[src/rtl/bram_stream_port.sv]
// Valid/ready request front-end for a single-port block RAM with a 2-entry response buffer.
// Optional macro BRAM_STREAM_PORT_WRITE_ACK_EN: writes also return a response (RAM_DO write-through data).
module bram_stream_port #(
  parameter int unsigned ADDR_WIDTH = 1,
  parameter int unsigned DATA_WIDTH = 1
) (
  input  logic                  CLK,
  input  logic                  RESET,
  input  logic                  REQ_VALID,
  output logic                  REQ_READY,
  input  logic                  REQ_WE,
  input  logic [ADDR_WIDTH-1:0] REQ_ADDR,
  input  logic [DATA_WIDTH-1:0] REQ_DATA,
  output logic                  RESP_VALID,
  input  logic                  RESP_READY,
  output logic [DATA_WIDTH-1:0] RESP_DATA,
  output logic [DATA_WIDTH-1:0] RAM_DI,
  output logic [ADDR_WIDTH-1:0] RAM_ADDR,
  output logic                  RAM_WE,
  input  logic [DATA_WIDTH-1:0] RAM_DO
);

  logic                  pending_q, pending_d;
  logic [1:0]            count_q, count_d;
  logic                  wr_ptr_q, wr_ptr_d;
  logic                  rd_ptr_q, rd_ptr_d;
  logic [DATA_WIDTH-1:0] buf_q [2];

  logic accept;
  logic produces_resp;
  logic bypass;
  logic push;
  logic pop_buf;

`ifdef BRAM_STREAM_PORT_WRITE_ACK_EN
  assign produces_resp = 1'b1;
`else
  assign produces_resp = ~REQ_WE;
`endif

  // Ready depends only on registered occupancy so no combinational path from the response side.
  assign REQ_READY = ((count_q + 2'(pending_q)) < 2'd2);
  assign accept    = REQ_VALID & REQ_READY & ~RESET;
  assign RAM_ADDR  = REQ_ADDR;
  assign RAM_DI    = REQ_DATA;
  assign RAM_WE    = accept & REQ_WE;

  // Empty buffer: RAM data bypasses straight to the response port.
  assign bypass     = pending_q & (count_q == 2'd0);
  assign RESP_VALID = pending_q | (count_q != 2'd0);
  assign RESP_DATA  = bypass ? RAM_DO : buf_q[rd_ptr_q];
  assign pop_buf    = (count_q != 2'd0) & RESP_READY;
  assign push       = pending_q & ~(bypass & RESP_READY);

  always_comb begin
    pending_d = accept & produces_resp;
    count_d   = count_q + 2'(push) - 2'(pop_buf);
    wr_ptr_d  = wr_ptr_q ^ push;
    rd_ptr_d  = rd_ptr_q ^ pop_buf;
  end

  always_ff @(posedge CLK or posedge RESET) begin
    if (RESET) begin
      pending_q <= 1'b0;
      count_q   <= 2'd0;
      wr_ptr_q  <= 1'b0;
      rd_ptr_q  <= 1'b0;
    end else begin
      pending_q <= pending_d;
      count_q   <= count_d;
      wr_ptr_q  <= wr_ptr_d;
      rd_ptr_q  <= rd_ptr_d;
    end
  end

  // Data storage needs no reset; validity is tracked by count_q.
  always_ff @(posedge CLK) begin
    if (push) buf_q[wr_ptr_q] <= RAM_DO;
  end

endmodule

[config.mk]
export PLATFORM = sky130hd
export DESIGN_NAME = bram_stream_port
export DESIGN_NICKNAME = d
export VERILOG_FILES = /design/src/rtl/bram_stream_port.sv
export SDC_FILE = /design/constraint.sdc
export NUM_CORES = 1
export LEC_CHECK = 0
export CAP_MARGIN = 10
export CORE_AREA = 2 2 39 41
export CTS_BUF_LIST = sky130_fd_sc_hd__clkbuf_4 sky130_fd_sc_hd__clkbuf_8
export DETAILED_ROUTE_END_ITERATION = 8
export DIE_AREA = 0 0 41 43
export PLACE_DENSITY = 0.63
export SKIP_CTS_REPAIR_TIMING = 1
export SYNTH_ARGS = -nofsm -noshare
export SYNTH_HDL_FRONTEND = slang
export SYNTH_SLANG_ARGS = --single-unit
[constraint.sdc]
create_clock -name CLK -period 2.6 [get_ports CLK]
set_input_delay 0.39 -clock CLK [delete_from_list [all_inputs] [get_ports CLK]]
set_output_delay 0.39 -clock CLK [all_outputs]
set_load 0.01 [all_outputs]
==> key figures, run 1 <==
Status
  – Status: complete, no violations

Setup path
  – Worst Path Max Fanout: 8
  – Setup crit start kind: flip-flop
  – Critical path arrival: 1.76 ns
  – Required time of the worst setup path: 2.21 ns
  – Crit path kind: reg -> out
  – Critical Path End Type: output pin
  – CP top delay family: buffers and inverters
  – Slowest cell on crit path: clkdlybuf4s50_1
  – CP peak stage delay: 0.53 ns
  – Buf/Inv on CP: 1
  – Cell chain of the critical path: nand2_2 > xor2_1 > and4_1 > clkdlybuf4s50_1

Detailed routing
  – DR DRC count: 0
  – Antenna viol nets, final: 0
  – Via count: 256
  – Drt initial violations: 1
  – Via-to-Cell Ratio: 4.339
  – Wirelength, routed: 556 um
  – DR pass1 iterations: 4
  – Average routed wire per standard cell: between 9 and 10 um

Synthesis
  – Seq/Total Area, Yosys: 47.13%
  – Count of different cell masters after synthesis: 21
  – Async S/R FF share, synth: 71.43%
  – Post-synth top cells: dfrtp_1 (5), inv_1 (3)
  – Synth warnings: 0
  – Synth Flop Type: dfrtp_1
  – Net Count, Synth: 43
  – Synth Area per Inst: about 12 sq um
  – Synth Cell Area: 392.9 sq um
  – Most frequent cell after synthesis: dfrtp_1
  – Post-synth EDFFs: 2
  – Cells after Synth: 33
  – Synth area leaders: dfrtp_1 (32%), edfxtp_1 (15%), and4bb_1 (6.4%)
  – Share of the synthesized area in the top cell type: 31.85%
  – Area leader, netlist: dfrtp_1
  – Post-synthesis register bit count: 7

Floorplanning
  – Starting Density: 28.39%
  – I/O Pins: 14
  – Die width: 41 um
  – Height of the die: about 43 um
  – Die ar.: ~0.0018 sq mm
  – Core ar.: 0.001384 sq mm
  – FP Rows: 14

Global routing
  – Global-route wire length before repair: 1028 um
  – Global Route Usage Sum: 9.026%
  – Initial antenna violation count: 0
  – Total congestion overflow: 0
  – Largest net degree at the start of global routing: 9
  – Vias in the first global route: 260

Timing
  – Max-slew violation count: 0
  – Final clock period utilization by the worst path: 82.86%
  – Fmax: around 460 MHz
  – Hold Vio Cnt, Final: 0
  – Least-Margin Pin Slew: 0.2642 ns
  – Rel. slew slack: approximately 82%
  – RSZ-0062 raised after global routing: no
  – WHS: 0.3676 ns
  – Worst Skew: around 0.0044 ns
  – Sum Neg Setup Slack: 0 ns
  – Final setup fails: 0
  – Final worst path period need: 2.154 ns

Worst hold path
  – Hold Crit Class: in -> async

Clocking
  – Max Buffers Root-to-Sink: 2
  – Reg clk slew, reported paths: 0.05 ns
  – Skew-Pair Late Insertion Delay: 0.25 ns
  – CTS tree: yes
  – H-tree levels: 1
  – Root Buffer: clkbuf_4
  – Total CTS buffers: 3
  – Clock sink total: 7

Place
  – Dpl cell area: 476.7 sq um
  – Post-DP HPWL: 459.2 um
  – Port bufs: 9
  – Final Wtd Congestion: around 0.63

Cells and area
  – Fin area: 506.7 sq um
  – P&R area growth vs syn: 28.98%
  – ANT cells: 0
  – FILL cells: around 140
  – Fraction of layout cells with a size suffix above 1: between 10% and 20%
  – Fin nets: 54

Power and ir drop
  – Max VDD drop: between 0.3 and 0.4 mV
  – Pleak: 0.2199 nW
  – PwrDens: 945.4 mW/mm^2
  – Post-layout power: 479.1 uW

Flow run
  – Max Cap Viol: 0
power breakdown:
part / switching, mW / internal (mW) / total [mW]
combinational: 0.0725 / 0.110 / 0.182
clock: 0.0372 / 0.0688 / 0.106
sequential: 0.0405 / 0.150 / 0.191
state kept, by name, indices dropped and copies added, names as in the netlist:
| register | cells |
|---|---|
| buf_q | 2 |
| count_q | 2 |
| pending_q | 1 |
| rd_ptr_q | 1 |
| wr_ptr_q | 1 |
layout make-up:
cell class	count	area (sq um)	area share [%]
Multi-Input combinational cell	20	170.2	33.58
Tap cell	16	20.02	3.951
Sequential cell	7	185.2	36.54
Inverter	3	11.26	2.222
Clock buffer	4	30.03	5.926
Timing Repair Buffer	9	90.09	17.78
cells by family after synthesis:
family | count (synthesis) | share of synthesized area (%)
DFF | 7 | 47.13
AOI/OAI and AO/OA | 5 | 8.916
buffers and inverters | 6 | 9.553
xor gates and xnor gates | 3 | 6.689
adders and majority gates | 2 | 6.368
muxes | 2 | 5.096
and+or+nand+nor | 8 | 16.24
per-stage QoR:
stage	cells	utilization, %	worst slack, ns
global placement	55	34.45	0.4764
finish	59	36.62	0.4456
detailed placement	55	34.45	0.4585
floorplan	33	-	1.119
CTS	59	36.62	0.4232
global route	59	36.62	0.3565
cell usage in the layout (no fill, tap or decap), drive strengths merged, types with 2 or more instances in the layout:
cell type	synthesis	final
edfxtp	2	2
a21oi	2	2
and4bb	2	2
clkdlybuf4s50	0	9
ha	2	2
mux2i	2	2
clkbuf	0	4
dfrtp	5	5
xnor2	2	2
inv	3	3
layer usage:
metal | routed length [um] | vias to the layer above | GRT usage, %
met4 | 0 | 0 | 6.000
met3 | 41 | 0 | 5.236
met5 | 0 | - | 0
met2 | 258 | 8 | 10.94
met1 | 256 | 116 | 11.63
li1 | - | 132 | -
path summary, 6_finish.rpt:
kind / startpoint / endpoint / slack, ns / depth (start not counted)
max: pending_q / RAM_WE / 0.45 / 4
min: RESET / pending_q / 0.37 / 2
max reg2reg: count_q[1] / count_q[1] / 1.32 / 4
min reg2reg: rd_ptr_q / rd_ptr_q / 0.51 / 1
max in group asynchronous: RESET / rd_ptr_q / 2.05 / 2
min in group CLK: rd_ptr_q / rd_ptr_q / 0.51 / 1
Power figures use the tool's default switching activity.
==> run 2: changes to the inputs <==
Clock period 2.6 ns to 2.05 ns, I/O delays scaled along.
==> run 2 against run 1 <==
Net effect: cell area is 6.2% higher; global-route usage is 0.68 points lower; flip-flop and latch count stayed put; sequential power is 27% higher; critical path depth is 2 lower; wire length is 1.6% higher; die area stayed put; critical path type unchanged.
==> key figures, run 2 (synthesis gave the netlist of run 1 again) <==
Status
  – Status: complete, no violations

Power and ir drop
  – Max VDD drop: between 0.5 and 0.6 mV
  – P_int: about 440 uW
  – PwrDens: 1183 mW/mm^2
  – Clock Power Share: a little over a fifth
  – Pleak: 0.2355 nW
  – Switching power: 196.3 uW
  – Post-layout power: 636.7 uW
  – Comb power frac: slightly above 40%
  – Seq pwr share: between 30% and 40%
  – Sw frac: 30.84%

Global routing
  – Met3 Resource Use GR: between 3 and 4%
  – Gr busiest metal: met2
  – Largest net degree at the start of global routing: 8
  – Met1 Use GR: 10.07%
  – Global-route wire length before repair: approximately 920 um
  – Total congestion overflow: 0
  – Global Route Usage Sum: under 10%
  – Initial antenna violation count: 0
  – Vias in the first global route: 252
  – Met2 usage: 10.31%

Cells and area
  – Fin nets: 57
  – Most frequent cells in the layout: clkdlybuf4s50_1 (9), clkbuf_4 (4), dfrtp_1 (4)
  – Fraction of layout cells with a size suffix above 1: 28.26%
  – Post-layout util: between 30% and 40%
  – Commonest non-fill, non-tap cell in the layout: clkdlybuf4s50_1
  – P&R area growth vs syn: 36.94%
  – FILL cells: 146
  – Non-Filler Instances: 62
  – ANT cells: 0
  – Top Registers: buf_q x2, count_q x2

Detailed routing
  – Via-to-Cell Ratio: 4.387
  – DR DRC count: 0
  – DR pass1 iterations: 2
  – Average routed wire per standard cell: 9.113 um
  – Drt initial violations: 1
  – Via count: 272
  – Antenna viol nets, final: 0
  – Wirelength, routed: around 570 um

Place
  – Post-DP HPWL: 444.1 um
  – Placed Cells incl. Taps: 57
  – Final Wtd Congestion: roughly 0.62
  – Port bufs: 9

Setup path
  – Critical path arrival: 1.67 ns
  – Crit path kind: reg -> out
  – Buf/Inv on CP: 1
  – Setup crit start kind: flip-flop
  – Slowest cell on crit path: or3_2
  – Cell chain of the critical path: or3_2 > clkdlybuf4s50_1
  – Worst Path Max Fanout: 6
  – CP top delay family: simple AND/OR/NAND/NOR gates
  – CP peak stage delay: slightly below 0.5 ns
  – Required time of the worst setup path: approximately 1.7 ns
  – Critical Path End Type: output pin
  – Worst Reg-to-Reg Cells: 4
  – Critical Path Stages: 2

Timing
  – Fmax: 506.7 MHz
  – Least-Margin Pin Slew: 0.2731 ns
  – Rel. slew slack: 81.60%
  – Final worst path period need: between 1.5 and 2 ns
  – WHS: 0.3476 ns
  – Max-slew violation count: 0
  – Final clock period utilization by the worst path: roughly 96%
  – Final setup fails: 0
  – RSZ-0062 raised after global routing: no
  – Hold Vio Cnt, Final: 0
  – Worst Skew: between 0.0002 and 0.00025 ns

Floorplanning
  – Height of the die: 43 um
  – Starting Density: 28.39%
  – I/O Pins: 14
  – Die ar.: between 0.0015 and 0.002 sq mm
  – Die width: approximately 41 um
  – Core ar.: about 0.0014 sq mm
  – FP Rows: 14

Worst hold path
  – Hold Crit Class: in -> async

Clocking
  – CTS tree: yes
  – Clock sink total: 7
  – Root Buffer: clkbuf_4
  – H-tree levels: 1
  – Skew-Pair Late Insertion Delay: 0.24 ns
  – Max Buffers Root-to-Sink: 2
  – Total CTS buffers: 3
  – Reg clk slew, reported paths: 0.05 ns

Flow run
  – Max Cap Viol: 0
==> run 2: cell types whose count changed in the layout (fill, tap and decap cells not counted) <==
cell | previous run | this run
dfrtp_1 | 5 | 4
buf_4 | 0 | 3
dfrtp_2 | 0 | 1
xor2_2 | 0 | 1
xor2_1 | 1 | 0
==> run 2: stage by stage <==
| stage | area [sq um] | setup slack, ns | setup TNS, ns |
|---|---|---|---|
| 2_1_floorplan | 392.9 | 0.6514 | 0 |
| 3_3_place_gp | 491.7 | 0.2541 | 0 |
| 3_5_place_dp | 491.7 | 0.2354 | 0 |
| 4_1_cts | 521.8 | -0.02354 | -0.02354 |
| 5_1_grt | 538.0 | 0.004596 | 0 |
| 6_report | 538.0 | 0.07659 | 0 |
==> run 2: tightest hold or removal path, delay by kind of cell <==
kind / cells / cell delay [ns]
buf+inv: 3 / 0.61
==> run 2: final timing paths <==
path,start,endpoint,slack (ns)
setup / recovery,count_q[1],RESP_VALID,0.08
hold / removal,RESET,pending_q,0.35
setup reg to reg,count_q[1],count_q[1],0.74
hold reg to reg,rd_ptr_q,rd_ptr_q,0.50
max in group asynchronous,RESET,count_q[0],1.59
min in group CLK,rd_ptr_q,rd_ptr_q,0.50
==> run 2: metal layers <==
| layer | share of wire (%) | vias to the layer above | routed length (um) |
|---|---|---|---|
| li1 | - | 136 | - |
| met1 | 47 | 130 | 268 |
| met2 | 48 | 6 | 270 |
| met3 | 4.6 | 0 | 26 |
| met4 | 0 | 0 | 0 |
| met5 | 0 | - | 0 |
==> run 2: cell type report <==
class / count / area (sq um) / area share, %
tap: 16 / 20.02 / 3.721
inverter: 3 / 11.26 / 2.093
sequential: 7 / 186.4 / 34.65
clock buffer: 4 / 30.03 / 5.581
multi-input combinational: 20 / 177.7 / 33.02
timing repair buffer: 12 / 112.6 / 20.93
==> run 2: power by group through the flow <==
stage	Sequential (mW)	Clock, mW	Combinational, mW
5_1_grt	0.248	0.151	0.294
6_report	0.242	0.132	0.263
3_5_place_dp	0.240	0	0.244
3_3_place_gp	0.239	0	0.242
4_1_cts	0.238	0.140	0.246
2_1_floorplan	0.229	0	0.158
==> run 3: changes to the inputs <==
Settings changed: MAX_ROUTING_LAYER from default to met4, RECOVER_POWER from default to 100.
==> run 3 against run 2 <==
Net effect: clock-buffer cell count did not move; setup slack got worse by 0.0010 ns; clock power barely moved; total power fell by 1.4%; maximum frequency barely moved; cell area fell by 0.93%; largest cell class unchanged; highest routed layer unchanged.
==> key figures, run 3 (synthesis gave the netlist of run 1 again) <==
Cells and area
  – P&R area growth vs syn: 35.67%
  – FILL cells: 147
  – Fin nets: 57
  – ANT cells: 0
  – Non-Filler Instances: 62
  – Fraction of layout cells with a size suffix above 1: a little under a quarter
  – Post-layout util: 38.52%
  – Top Registers: buf_q x2, count_q x2
  – Fin area: about 530 sq um
  – Most frequent cells in the layout: dfrtp_1 (5), clkdlybuf4s50_1 (5), clkbuf_4 (4), dlygate4sd3_1 (4), inv_1 (3)

Worst hold path
  – Hold Crit Class: reg -> reg

Global routing
  – Total congestion overflow: 0
  – Initial antenna violation count: 0
  – Largest net degree at the start of global routing: 8
  – Global-route wire length before repair: 924 um
  – Vias in the first global route: ~250
  – Global Route Usage Sum: 8.551%

Detailed routing
  – Wirelength, routed: between 500 and 600 um
  – Drt initial violations: 1
  – Average routed wire per standard cell: 9.177 um
  – Via-to-Cell Ratio: 4.355
  – Via count: 270
  – Antenna viol nets, final: 0
  – DR pass1 iterations: 2
  – DR DRC count: 0

Power and ir drop
  – Comb power frac: 40.7%
  – PwrDens: around 1200 mW/mm^2
  – Max VDD drop: between 0.5 and 0.6 mV
  – Seq pwr share: around two fifths
  – Switching power: 196.1 uW
  – P_int: approximately 430 uW
  – Clock Power Share: 21.1%
  – Pleak: about 0.23 nW
  – Sw frac: 31.25%

Clocking
  – H-tree levels: 1
  – Clock sink total: 7
  – Reg clk slew, reported paths: 0.05 ns
  – Skew-Pair Late Insertion Delay: between 0.2 and 0.25 ns
  – Total CTS buffers: 3
  – Root Buffer: clkbuf_4
  – CTS tree: yes
  – Max Buffers Root-to-Sink: 2

Setup path
  – Crit path kind: reg -> out
  – Critical path arrival: 1.67 ns
  – Required time of the worst setup path: 1.74 ns
  – CP peak stage delay: 0.49 ns
  – Slowest cell on crit path: or3_2
  – Setup crit start kind: flip-flop
  – Worst Path Max Fanout: 6
  – CP top delay family: simple AND/OR/NAND/NOR gates
  – Cell chain of the critical path: or3_2 > clkdlybuf4s50_1
  – Buf/Inv on CP: 1
  – Critical Path End Type: output pin

Place
  – Final Wtd Congestion: 0.6246
  – Post-DP HPWL: 444.1 um
  – Placed Cells incl. Taps: 57
  – Dpl cell area: 491.7 sq um
  – Port bufs: 9

Timing
  – WHS: 0.5002 ns
  – Fmax: 506.5 MHz
  – Final clock period utilization by the worst path: 96.31%
  – Worst Skew: 0.00008857 ns
  – Final setup fails: 0
  – Final worst path period need: 1.974 ns
  – Hold Vio Cnt, Final: 0
  – RSZ-0062 raised after global routing: no
  – Least-Margin Pin Slew: ~0.3 ns
  – Max-slew violation count: 0
  – Rel. slew slack: between 70% and 80%

Floorplanning
  – Starting Density: 28.39%
  – FP Rows: 14
  – I/O Pins: 14
  – Die width: 41 um
  – Die ar.: between 0.0015 and 0.002 sq mm
  – Core ar.: 0.001384 sq mm
  – Height of the die: 43 um

Flow run
  – Max Cap Viol: 0

Status
  – Status: complete, no violations
run 3: cell count changes in the layout (fill, tap and decap cells not counted):
cell / change
clkdlybuf4s50_1: -4
dlygate4sd3_1: +4
a21boi_0: +1
a21boi_1: -1
and2_0: +1
and2_1: -1
buf_4: -1
clkbuf_1: +1
dfrtp_1: +1
dfrtp_2: -1
run 3: cell type report:
type	count	area (sq um)	share of cell area (%)
tap	16	20.02	3.756
clock buffer	4	30.03	5.634
timing repair buffer	12	108.9	20.42
multi-input combinational	20	177.7	33.33
sequential	7	185.2	34.74
inverter	3	11.26	2.113
run 3: power by group through the flow:
stage	sequential, mW	clock [mW]	combinational (mW)
CTS	0.238	0.140	0.246
floorplan	0.229	0	0.158
detailed placement	0.240	0	0.244
finish	0.240	0.132	0.255
global placement	0.239	0	0.242
global route	0.246	0.151	0.286
run 3: through the flow:
step                      worst slack [ns]  power (mW)  setup TNS (ns)
after floorplan                     0.6514      0.3872               0
after global placement              0.2541      0.4809               0
after detailed placement            0.2354      0.4841               0
after CTS                         -0.02354      0.6244        -0.02354
after global routing              0.004392      0.6833               0
final                              0.07558      0.6275               0
run 3: worst paths after layout:
path	from	endpoint	slack, ns	depth (start not counted)
worst min-delay path	rd_ptr_q	rd_ptr_q	0.50	1
min in group asynchronous	RESET	pending_q	0.53	3
worst min register to register	rd_ptr_q	rd_ptr_q	0.50	1
max in group asynchronous	RESET	wr_ptr_q	1.31	3
worst max register to register	count_q[1]	buf_q[0]	0.68	3
worst max-delay path	count_q[1]	RESP_VALID	0.08	2
run 3: routing by layer:
| layer | GRT usage (%) | part of all wire [%] | wire length [um] | vias to the layer above |
|---|---|---|---|---|
| met1 | 10.07 | 48 | 274 | 128 |
| met3 | 3.665 | 4.4 | 25 | 0 |
| met2 | 10.31 | 47 | 268 | 6 |
| li1 | - | - | - | 136 |
| met4 | 8.000 | 0 | 0 | 0 |
| met5 | - | 0 | 0 | - |
